$ cat src/rtl/anc_pkg.sv
// Shared constants and FSM state encoding for the ANC FIR sequencer.
package anc_pkg;

  localparam int unsigned ANC_DATA_W    = 11;
  localparam int unsigned ANC_NUM_TAPS  = 32;
  localparam int unsigned ANC_ADDR_W    = 5;
  localparam int unsigned ANC_DRAIN_CYC = 2;

  typedef enum logic [2:0] {
    st_idle     = 3'd0,
    st_write    = 3'd1,
    st_clear    = 3'd2,
    st_mac_addr = 3'd3,
    st_mac_en   = 3'd4,
    st_drain    = 3'd5
  } anc_state_e;

endpackage

$ cat src/rtl/anc_tap_addr_gen.sv
// Circular write pointer, tap counter and (newest - k) delay-line read address.
module anc_tap_addr_gen
  import anc_pkg::*;
#(
  parameter int unsigned NUM_TAPS = ANC_NUM_TAPS,
  parameter int unsigned ADDR_W   = ANC_ADDR_W
) (
  input  logic              clk,
  input  logic              rst_n,
  input  logic              wr_step_i,
  input  logic              tap_clr_i,
  input  logic              tap_step_i,
  output logic [ADDR_W-1:0] wr_ptr_o,
  output logic [ADDR_W-1:0] tap_o,
  output logic [ADDR_W-1:0] rd_addr_c,
  output logic              last_tap_c
);

  logic [ADDR_W-1:0] wr_ptr_q, wr_ptr_d;
  logic [ADDR_W-1:0] newest_q, newest_d;
  logic [ADDR_W-1:0] tap_q, tap_d;

  // Next-state for pointer, newest-sample address and tap index.
  always_comb begin
    wr_ptr_d = wr_ptr_q;
    newest_d = newest_q;
    tap_d    = tap_q;
    if (wr_step_i) begin
      newest_d = wr_ptr_q;
      wr_ptr_d = (wr_ptr_q == ADDR_W'(NUM_TAPS - 1)) ? '0 : wr_ptr_q + ADDR_W'(1);
    end
    if (tap_clr_i) begin
      tap_d = '0;
    end else if (tap_step_i) begin
      tap_d = tap_q + ADDR_W'(1);
    end
  end

  // Pointer and counter registers.
  always_ff @(posedge clk or negedge rst_n) begin
    if (!rst_n) begin
      wr_ptr_q <= '0;
      newest_q <= '0;
      tap_q    <= '0;
    end else begin
      wr_ptr_q <= wr_ptr_d;
      newest_q <= newest_d;
      tap_q    <= tap_d;
    end
  end

  assign wr_ptr_o   = wr_ptr_q;
  assign tap_o      = tap_q;
  assign rd_addr_c  = newest_q - tap_q;
  assign last_tap_c = (tap_q == ADDR_W'(NUM_TAPS - 1));

endmodule

$ cat src/rtl/anc_filter_sequencer.sv
// Per-sample sequencer for the ANC FIR MAC datapath: write, clear, tap walk, capture.
module anc_filter_sequencer
  import anc_pkg::*;
#(
  parameter int unsigned NUM_TAPS  = ANC_NUM_TAPS,
  parameter int unsigned ADDR_W    = ANC_ADDR_W,
  parameter int unsigned DATA_W    = ANC_DATA_W,
  parameter int unsigned DRAIN_CYC = ANC_DRAIN_CYC
) (
  input  logic              Clk_100M,
  input  logic              Reset_n,
  input  logic              Enable_In,
  input  logic              Sample_Strobe,
  input  logic [DATA_W-1:0] Sample_In,
  input  logic              Clr_Overrun,
  output logic              DL_WrEn,
  output logic [ADDR_W-1:0] DL_WrAddr,
  output logic [DATA_W-1:0] DL_WrData,
  output logic [ADDR_W-1:0] DL_RdAddr,
  output logic [ADDR_W-1:0] Coef_RdAddr,
  output logic              Filter_EN_Out,
  output logic              Synch_Out,
  input  logic [DATA_W-1:0] Filt_In,
  output logic [DATA_W-1:0] Filt_Out,
  output logic              Filt_Valid,
  output logic              Busy_Out,
  output logic              Overrun_Out
);

  localparam int unsigned DRAIN_W = (DRAIN_CYC > 1) ? $clog2(DRAIN_CYC) : 1;

  anc_state_e         state_q;
  logic [DATA_W-1:0]  sample_q;
  logic [DRAIN_W-1:0] drain_q;

  logic              abort;
  logic              wr_step;
  logic              tap_clr;
  logic              tap_step;
  logic [ADDR_W-1:0] wr_ptr;
  logic [ADDR_W-1:0] tap;
  logic [ADDR_W-1:0] rd_addr;
  logic              last_tap;

  anc_tap_addr_gen #(
    .NUM_TAPS (NUM_TAPS),
    .ADDR_W   (ADDR_W)
  ) u_addr_gen (
    .clk        (Clk_100M),
    .rst_n      (Reset_n),
    .wr_step_i  (wr_step),
    .tap_clr_i  (tap_clr),
    .tap_step_i (tap_step),
    .wr_ptr_o   (wr_ptr),
    .tap_o      (tap),
    .rd_addr_c  (rd_addr),
    .last_tap_c (last_tap)
  );

  // Address-generator controls; an abort suppresses them so state is not disturbed.
  always_comb begin
    abort    = !Enable_In && (state_q != st_idle);
    wr_step  = 1'b0;
    tap_clr  = 1'b0;
    tap_step = 1'b0;
    if (!abort) begin
      case (state_q)
        st_write:  wr_step  = 1'b1;
        st_clear:  tap_clr  = 1'b1;
        st_mac_en: tap_step = !last_tap;
        default:   ;
      endcase
    end
  end

  // Sequencer FSM with registered outputs and sticky overrun flag.
  always_ff @(posedge Clk_100M or negedge Reset_n) begin
    if (!Reset_n) begin
      state_q       <= st_idle;
      sample_q      <= '0;
      drain_q       <= '0;
      DL_WrEn       <= 1'b0;
      DL_WrAddr     <= '0;
      DL_WrData     <= '0;
      DL_RdAddr     <= '0;
      Coef_RdAddr   <= '0;
      Filter_EN_Out <= 1'b0;
      Synch_Out     <= 1'b0;
      Filt_Out      <= '0;
      Filt_Valid    <= 1'b0;
      Busy_Out      <= 1'b0;
      Overrun_Out   <= 1'b0;
    end else begin
      DL_WrEn       <= 1'b0;
      Synch_Out     <= 1'b0;
      Filter_EN_Out <= 1'b0;
      Filt_Valid    <= 1'b0;

      // A strobe seen in any non-idle state is dropped; setting beats clearing.
      if (Sample_Strobe && (state_q != st_idle)) begin
        Overrun_Out <= 1'b1;
      end else if (Clr_Overrun) begin
        Overrun_Out <= 1'b0;
      end

      if (abort) begin
        state_q  <= st_idle;
        Busy_Out <= 1'b0;
      end else begin
        case (state_q)
          st_idle: begin
            if (Sample_Strobe && Enable_In) begin
              sample_q <= Sample_In;
              state_q  <= st_write;
              Busy_Out <= 1'b1;
            end
          end
          st_write: begin
            DL_WrEn   <= 1'b1;
            DL_WrAddr <= wr_ptr;
            DL_WrData <= sample_q;
            state_q   <= st_clear;
          end
          st_clear: begin
            Synch_Out <= 1'b1;
            state_q   <= st_mac_addr;
          end
          st_mac_addr: begin
            Coef_RdAddr <= tap;
            DL_RdAddr   <= rd_addr;
            state_q     <= st_mac_en;
          end
          st_mac_en: begin
            Filter_EN_Out <= 1'b1;
            if (last_tap) begin
              drain_q <= '0;
              state_q <= st_drain;
            end else begin
              state_q <= st_mac_addr;
            end
          end
          st_drain: begin
            if (drain_q == DRAIN_W'(DRAIN_CYC - 1)) begin
              Filt_Out   <= Filt_In;
              Filt_Valid <= 1'b1;
              Busy_Out   <= 1'b0;
              state_q    <= st_idle;
            end else begin
              drain_q <= drain_q + DRAIN_W'(1);
            end
          end
          default: begin
            Busy_Out <= 1'b0;
            state_q  <= st_idle;
          end
        endcase
      end
    end
  end

endmodule

$ cat config.mk
export PLATFORM = sky130hd
export DESIGN_NAME = anc_filter_sequencer
export DESIGN_NICKNAME = d
export VERILOG_FILES = /design/src/rtl/anc_pkg.sv /design/src/rtl/anc_tap_addr_gen.sv /design/src/rtl/anc_filter_sequencer.sv
export SDC_FILE = /design/constraint.sdc
export NUM_CORES = 1
export LEC_CHECK = 0
export ABC_AREA = 0
export CORE_AREA = 8 8 90 100
export CTS_BUF_LIST = sky130_fd_sc_hd__clkbuf_4
export CTS_CLUSTER_DIAMETER = 120
export DETAILED_ROUTE_END_ITERATION = 8
export DIE_AREA = 0 0 98 108
export PLACE_DENSITY = 0.68
export SLEW_MARGIN = 5
export SYNTH_ARGS = -nofsm -noshare
export SYNTH_HDL_FRONTEND = slang
export SYNTH_HIERARCHICAL = 1
export SYNTH_SLANG_ARGS = --single-unit
$ cat constraint.sdc
create_clock -name Clk_100M -period 4.5 [get_ports Clk_100M]
set_input_delay 0.9 -clock Clk_100M [delete_from_list [all_inputs] [get_ports Clk_100M]]
set_output_delay 0.9 -clock Clk_100M [all_outputs]
set_load 0.01 [all_outputs]
==> metrics.txt, run 1 <==
Layout Skew=0.0107 ns; routed length on met2=2.52 mm; Clock Pin Slew Worst Setup and Hold Paths=0.11 ns; WL per Instance=14.6 um; Worst Hold Class=flop to flop; Leak Pwr=1.82 nW; CP startpoint kind=input port; Final Slew Violations=0; Met1 Wirelength=2.59 mm; asr flop ratio synth=1.00; Ant. Diodes=0; Placement Cell Area=0.00387 sq mm; Post-synth top flop=dfrtp_1; global route overflow=0; I/O Buffers=69; period utilization=0.583; share of layout cells above drive strength 1=0.249; Net Sw Frac=0.276; Power Total=1.94 mW; Seq cells post-synth=73; Post-synth EDFFs=0; post-DR vias/cell=5.03; Clk network pwr share=0.231; largest net degree at the start of global routing=74; Max transition margin=0.357; Logic pwr share=0.293; synth warn=6; final hold violation count=0; Area contributors post-synth=dfrtp_1 (59%), mux2_2 (16%), mux2_4 (4.3%), ha_1 (3.2%), nand2b_1 (1.8%); CTS tree=yes; worst-skew pair later-pin latency=0.39 ns; Clock Tree Buf Depth=2; Yosys top cell area share=0.587; first drt pass iteration count=4; Mapped Avg Cell Area=14.0 sq um; PwrDens=482 mW/mm^2; Routed Wire Length=5.65 mm; PostCTS Resize Cnt=0; initial cell density of the core=0.426; top layer in use=met4; met3 wire length=427 um; unrepaired setup endpoints after global routing=no; DIE HEIGHT=108 um; number of fill cells in the layout=627; Routed Antenna Nets=0; Die W=98 um; post-synthesis cell type count=36; number of global-route vias before repair=2144; global-route usage over all layers=0.118; detailed-route via count=1952; gpl congestion=0.731; row cnt=33; maximum capacitance violations=0; I/O Pins=70; Req. time, crit path=4.78 ns; Layout Nets=332; most common cell after layout, fill and taps aside=dfrtp_1; Synth Net Count=258; most frequent cells in the layout=dfrtp_1 (73), clkdlybuf4s50_1 (68), mux2_2 (45); final core occ=0.551; Area Overhead vs Synth=29.3%; DR iter-0 viols=70; mapped cell area=0.00311 sq mm; worst-margin pin slew=0.955 ns; Setup CP Type=input port to flop; core region area=0.00731 sq mm; H-tree depth=3; WP data arrival=2.90 ns; CTS Sinks=73; # DRC=0; Psw=535 uW; Crit. End Element=flop; Inserted Clock Buffers=9; die area=0.0106 sq mm; Post-Synthesis Cells=222; Final Setup Violations=0; Root Driver=clkbuf_4; sequential area share after synthesis=0.587; status=complete, no violations; # Post-CTS Setup Buffers=0; antenna violations before repair=0; Seq pwr share=0.476; Synth area leader=dfrtp_1; FMAX=0.381 GHz; first-pass GRT wire length=10.0 mm; Setup TNS=0 ns; min Tclk post-route=2.62 ns; # hold bufs at CTS=0; Final Cell Area=0.00403 sq mm; Detail Placement HPWL=4.03 mm; maximum net fanout on the critical path=8; WHS=0.513 ns; Max IR drop VDD=263 uV; Pint=1.40 mW
power groups by stage:
stage                     combinational, mW  sequential (mW)  clock, mW
final                                 0.569            0.923      0.447
after global routing                  0.627            0.952      0.496
after CTS                             0.584            0.929      0.470
after detailed placement              0.581            0.942          0
after global placement                0.570            0.938          0
after floorplan                       0.261            0.962          0
metrics by stage:
step	cells	setup slack, ns
CTS	388	1.95
global route	388	1.76
floorplan	222	2.44
finish	388	1.88
global placement	372	1.56
detailed placement	372	1.49
state kept, by name, summed over array words and instances, names as in the netlist:
| register | flops |
|---|---|
| DL_WrAddr | 5 |
| DL_WrEn | 1 |
| u_addr_gen/tap_o | 5 |
| state_q | 3 |
| Filt_Valid | 1 |
| Filter_EN_Out | 1 |
| u_addr_gen/newest_q | 5 |
| DL_WrData | 11 |
| Filt_Out | 11 |
| drain_q | 1 |
| u_addr_gen/wr_ptr_o | 5 |
| Coef_RdAddr | 5 |
| Overrun_Out | 1 |
| DL_RdAddr | 5 |
| Synch_Out | 1 |
| sample_q | 11 |
| Busy_Out | 1 |
path summary, 6_finish.rpt:
| path | from | end | slack (ns) | depth (start not counted) |
|---|---|---|---|---|
| worst max-delay path | Enable_In | u_addr_gen/tap_o[3] | 1.88 | 6 |
| worst min-delay path | sample_q[0] | sample_q[0] | 0.51 | 1 |
| worst max register to register | u_addr_gen/tap_o[0] | u_addr_gen/tap_o[3] | 1.97 | 7 |
| worst min register to register | sample_q[0] | sample_q[0] | 0.51 | 1 |
| max in group asynchronous | Reset_n | Busy_Out | 3.30 | 1 |
| min in group asynchronous | Reset_n | Filt_Out[6] | 0.61 | 1 |
synthesized netlist by cell type (all sizes together) (3+ instances only):
master   n
dfrtp   73
mux2    54
inv     10
nand2b   9
ha       8
nor2     8
buf      7
nand2    7
o21ai    6
xnor2    5
a21oi    4
and3     4
mux2i    3
nand3    3
critical path, stage by stage:
cell and delay [ns]:
clkdlybuf4s50_1 0.60, nand2_1 0.16, nor4_1 0.75, nand4_1 0.24, xnor2_1 0.20, nor2_1 0.05
kinds of logic (layout without fill, tap and decap cells):
logic type,count (synthesis),in the layout,share of synthesized area
AOI/OAI and AO/OA,18,18,0.0378
xor gates and xnor gates,7,7,0.0197
adders and majority gates,9,9,0.0386
buffers and inverters,17,96,0.0281
DFF,73,73,0.587
muxes,57,57,0.216
and+or+nand+nor,41,41,0.0732
routing by layer:
layer	up-vias	track usage
met2	55	0.183
li1	922	-
met4	0	0.0613
met1	963	0.138
met5	-	0
met3	12	0.0476
layout make-up:
cell class	instances	area [sq um]	area share
Clock inverter	6	82.6	0.0205
Inverter	10	37.5	0.00933
Multi-Input combinational cell	132	1200	0.298
Timing Repair Buffer	70	696	0.173
Clock buffer	10	75.1	0.0187
Sequential cell	73	1830	0.454
Tap cell	87	109	0.0270
(Power assumes the default switching activity.)
==> inputs of run 2 (changes only) <==
- clock period: 4.5 -> 2.55 ns (I/O delays scaled with it)
==> metrics.txt, run 2 (synthesis results as in run 1) <==
Setup CP Type=flop to flop; Final Slew Violations=0; H-tree depth=3; CP max-delay cell=dfrtp_1; Worst Hold Class=input port to async pin; Final Setup Violations=0; first drt pass iteration count=4; Max IR drop VDD=511 uV; Root Driver=clkbuf_4; global-route usage over all layers=0.119; critical path cell sequence=ha_1, and3_1, ha_1, nor4_1, buf_4, nand4_1, xnor2_1, nor2_1; Die W=98 um; initial cell density of the core=0.426; I/O Pins=70; row cnt=33; status=complete, no violations; number of global-route vias before repair=2090; antenna violations before repair=0; unrepaired setup endpoints after global routing=no; min Tclk post-route=2.00 ns; Leak Pwr=1.84 nW; # hold bufs at CTS=1; PwrDens=844 mW/mm^2; share of layout cells above drive strength 1=0.256; placed cell count=375; Routed Wire Length=5.83 mm; Clock Tree Buf Depth=2; most common cell after layout, fill and taps aside=dfrtp_1; Setup WS post-layout=0.553 ns; R2R cell count=8; period utilization=0.783; Layout Skew=0.0227 ns; die area=0.0106 sq mm; CTS Sinks=73; maximum net fanout on the critical path=5; Power Total=3.44 mW; Detail Placement HPWL=4.13 mm; final core occ=0.559; WP data arrival=2.29 ns; final hold violation count=0; # DRC=0; CTS tree=yes; first-pass GRT wire length=10.2 mm; DR iter-0 viols=106; Inserted Clock Buffers=9; most used cell, CP=ha_1; pre-CTS setup slack=0.189 ns; worst-margin pin slew=0.505 ns; Routed Antenna Nets=0; detailed-route via count=1965; Crit. End Element=flop; Regs by FF count=DL_WrData (11), Filt_Out (11), sample_q (11); largest net degree at the start of global routing=67; WL per Instance=14.9 um; most frequent cells in the layout=dfrtp_1 (73), clkdlybuf4s50_1 (68), mux2_2 (45); Final Non-Filler Cells=392; Setup TNS=0 ns; Clock Pin Slew Worst Setup and Hold Paths=0.13 ns; PostCTS Resize Cnt=0; global route overflow=0; gpl congestion=0.740; worst-skew pair later-pin latency=0.41 ns; Layout Nets=336; Ant. Diodes=0; CP startpoint kind=flop; I/O Buffers=69; Req. time, crit path=2.84 ns; Area Overhead vs Synth=31.1%; FMAX=0.501 GHz; maximum capacitance violations=0; core region area=0.00731 sq mm; DIE HEIGHT=108 um; Max transition margin=0.663; post-DR vias/cell=5.01; # Post-CTS Setup Buffers=0; Worst path max stage delay=0.47 ns
run 2: cell types whose count changed in the layout (fill, tap and decap cells not counted):
cell | previous run | this run
buf_12 | 0 | 2
buf_4 | 2 | 3
dlygate4sd3_1 | 0 | 1
run 2: through the flow:
step / hold WS, ns / area, sq um
floorplan: 0.214 / 3110
global placement: 0.343 / 3920
detailed placement: 0.344 / 3920
CTS: 0.426 / 4080
global route: 0.442 / 4080
finish: 0.452 / 4080
run 2: routing by layer:
metal,GRT usage,wire (um),vias up
met1,0.154,2690,965
li1,-,-,934
met4,0.0435,71,0
met3,0.0566,502,7
met2,0.170,2570,59
met5,0,0,-
run 2: final timing paths:
kind / startpoint / endpoint / slack (ns)
min in group Clk_100M: sample_q[6] / DL_WrData[6] / 0.51
max: u_addr_gen/tap_o[0] / u_addr_gen/tap_o[3] / 0.55
max reg2reg: u_addr_gen/tap_o[0] / u_addr_gen/tap_o[3] / 0.55
min reg2reg: sample_q[6] / DL_WrData[6] / 0.51
min: Reset_n / Filt_Out[4] / 0.45
max in group asynchronous: Reset_n / DL_WrAddr[1] / 1.52
run 2: area by class of cell:
type	instances	area (sq um)
multi-input cells	132	1200
clock buffers	10	75.1
repair buffers	74	753
flip-flops and latches	73	1830
well taps	87	109
fillers	605	3230
clock inverters	6	82.6
inverters	10	37.5
run 2: where the power goes:
part | internal, mW | total (mW) | leakage, nW | switching [mW]
Sequential | 1.44 | 1.63 | 0.924 | 0.183
Combinational | 0.638 | 1.01 | 0.832 | 0.375
Clock | 0.404 | 0.804 | 0.0862 | 0.400
Total | 2.49 | 3.44 | 1.84 | 0.958
run 2: critical path: cells and delay by family, from the launching register on:
| kind | cells | cell delay (ns) |
|---|---|---|
| and+or+nand+nor | 4 | 0.60 |
| DFF | 1 | 0.47 |
| adders and majority gates | 2 | 0.47 |
| buffers and inverters | 1 | 0.20 |
| xor gates and xnor gates | 1 | 0.14 |
==> inputs of run 3 (changes only) <==
- clock period: 2.55 -> 2 ns (I/O delays scaled with it)
==> metrics.txt, run 3 (synthesis results as in run 1) <==
maximum capacitance violations=0; die area=0.0106 sq mm; first-pass GRT wire length=10.5 mm; global route overflow=0; CP max-delay cell=fa_1; Clock Pin Slew Worst Setup and Hold Paths=0.11 ns; Max IR drop VDD=685 uV; # DRC=0; global-route usage over all layers=0.124; worst-margin pin slew=0.386 ns; most common cell after layout, fill and taps aside=dfrtp_1; first drt pass iteration count=4; Final Slew Violations=0; Reg-to-Reg Start=u_addr_gen/tap_o[0]; pre-CTS setup slack=-0.0277 ns; CTS Sinks=73; WHS=0.412 ns; I/O Buffers=69; Req. time, crit path=2.29 ns; DIE HEIGHT=108 um; number of global-route vias before repair=2180; WP data arrival=2.17 ns; H-tree depth=3; Worst path max stage delay=0.39 ns; min Tclk post-route=1.88 ns; Crit. End Element=flop; row cnt=33; Leak Pwr=1.89 nW; CP startpoint kind=flop; antenna violations before repair=0; most frequent cells in the layout=dfrtp_1 (73), clkdlybuf4s50_1 (68), mux2_2 (45); Final Cell Area=0.00417 sq mm; post-DR vias/cell=4.94; Final Non-Filler Cells=402; Final Setup Violations=0; Area Overhead vs Synth=34.0%; maximum net fanout on the critical path=2; Detail Placement HPWL=4.35 mm; placed cell count=384; Setup TNS=0 ns; Die W=98 um; Layout Nets=346; Max transition margin=0.742; Ant. Diodes=0; Routed Wire Length=6.03 mm; reg-to-reg slack, setup=0.12 ns; final core occ=0.571; largest net degree at the start of global routing=54; share of layout cells above drive strength 1=0.276; FMAX=0.532 GHz; period utilization=0.940; WL per Instance=15.0 um; detailed-route via count=1987; Worst Hold Class=input port to async pin; I/O Pins=70; PwrDens=1060 mW/mm^2; initial cell density of the core=0.426; Inserted Clock Buffers=9; gpl congestion=0.776; core region area=0.00731 sq mm; Power Total=4.41 mW; worst r2r dst=DL_RdAddr[4]; DR iter-0 viols=91; status=complete, no violations; worst setup path start=u_addr_gen/tap_o[0]; Setup WS post-layout=0.119 ns; Regs by FF count=DL_WrData (11), Filt_Out (11), sample_q (11); CTS tree=yes; final hold violation count=0; Setup CP Type=flop to flop; R2R cell count=8; Layout Skew=0.0130 ns; Root Driver=clkbuf_4; worst-skew pair later-pin latency=0.40 ns; critical path cell sequence=buf_4, ha_1, inv_1, fa_1, a21o_1, a21oi_2, xnor2_1, mux2_2; Routed Antenna Nets=0; Clock Tree Buf Depth=2; Placement Cell Area=0.00400 sq mm
## run 3: worst max path at each step
stage / endpoint
global route: u_addr_gen/tap_o[3]
detailed placement: Filt_Out[1]
CTS: u_addr_gen/tap_o[3]
global placement: Filt_Out[5]
floorplan: u_addr_gen/tap_o[3]
finish: DL_RdAddr[4]
## run 3: power by group
group | internal (mW) | total [mW] | switching (mW)
combinational | 0.841 | 1.35 | 0.506
clock | 0.495 | 0.990 | 0.495
sequential | 1.84 | 2.07 | 0.226
## run 3: area by class of cell
type                            instances  area [sq um]
Timing Repair Buffer                   84           841
Tap cell                               87           109
Clock inverter                          7          85.1
Clock buffer                            9          67.6
Multi-Input combinational cell        132          1200
Inverter                               10          37.5
Fill cell                             626          3140
Sequential cell                        73          1830
## run 3: timing repair
item	CTS	global route
setup endpoints to repair	0	4
endpoints found under the hold margin	20	0
hold buffers	1	0
gates resized for setup	0	1
setup buffers	0	1
## run 3: worst max-delay path: cells and delay by family, from the launching register on
family                   cells  cell delay (ns)
multiplexers                 1             0.26
flip-flops                   1             0.37
AO/OA/AOI/OAI                2             0.34
adder cells (fa/ha/maj)      2             0.54
XOR/XNOR                     1             0.10
buffers and inverters        2             0.17
## run 3: routing by layer
metal | vias to the layer above | share of wire | GRT usage
met5 | - | 0 | 0
met4 | 0 | 0.020 | 0.0702
met3 | 11 | 0.059 | 0.0405
met2 | 54 | 0.44 | 0.187
met1 | 971 | 0.48 | 0.156
li1 | 951 | - | -
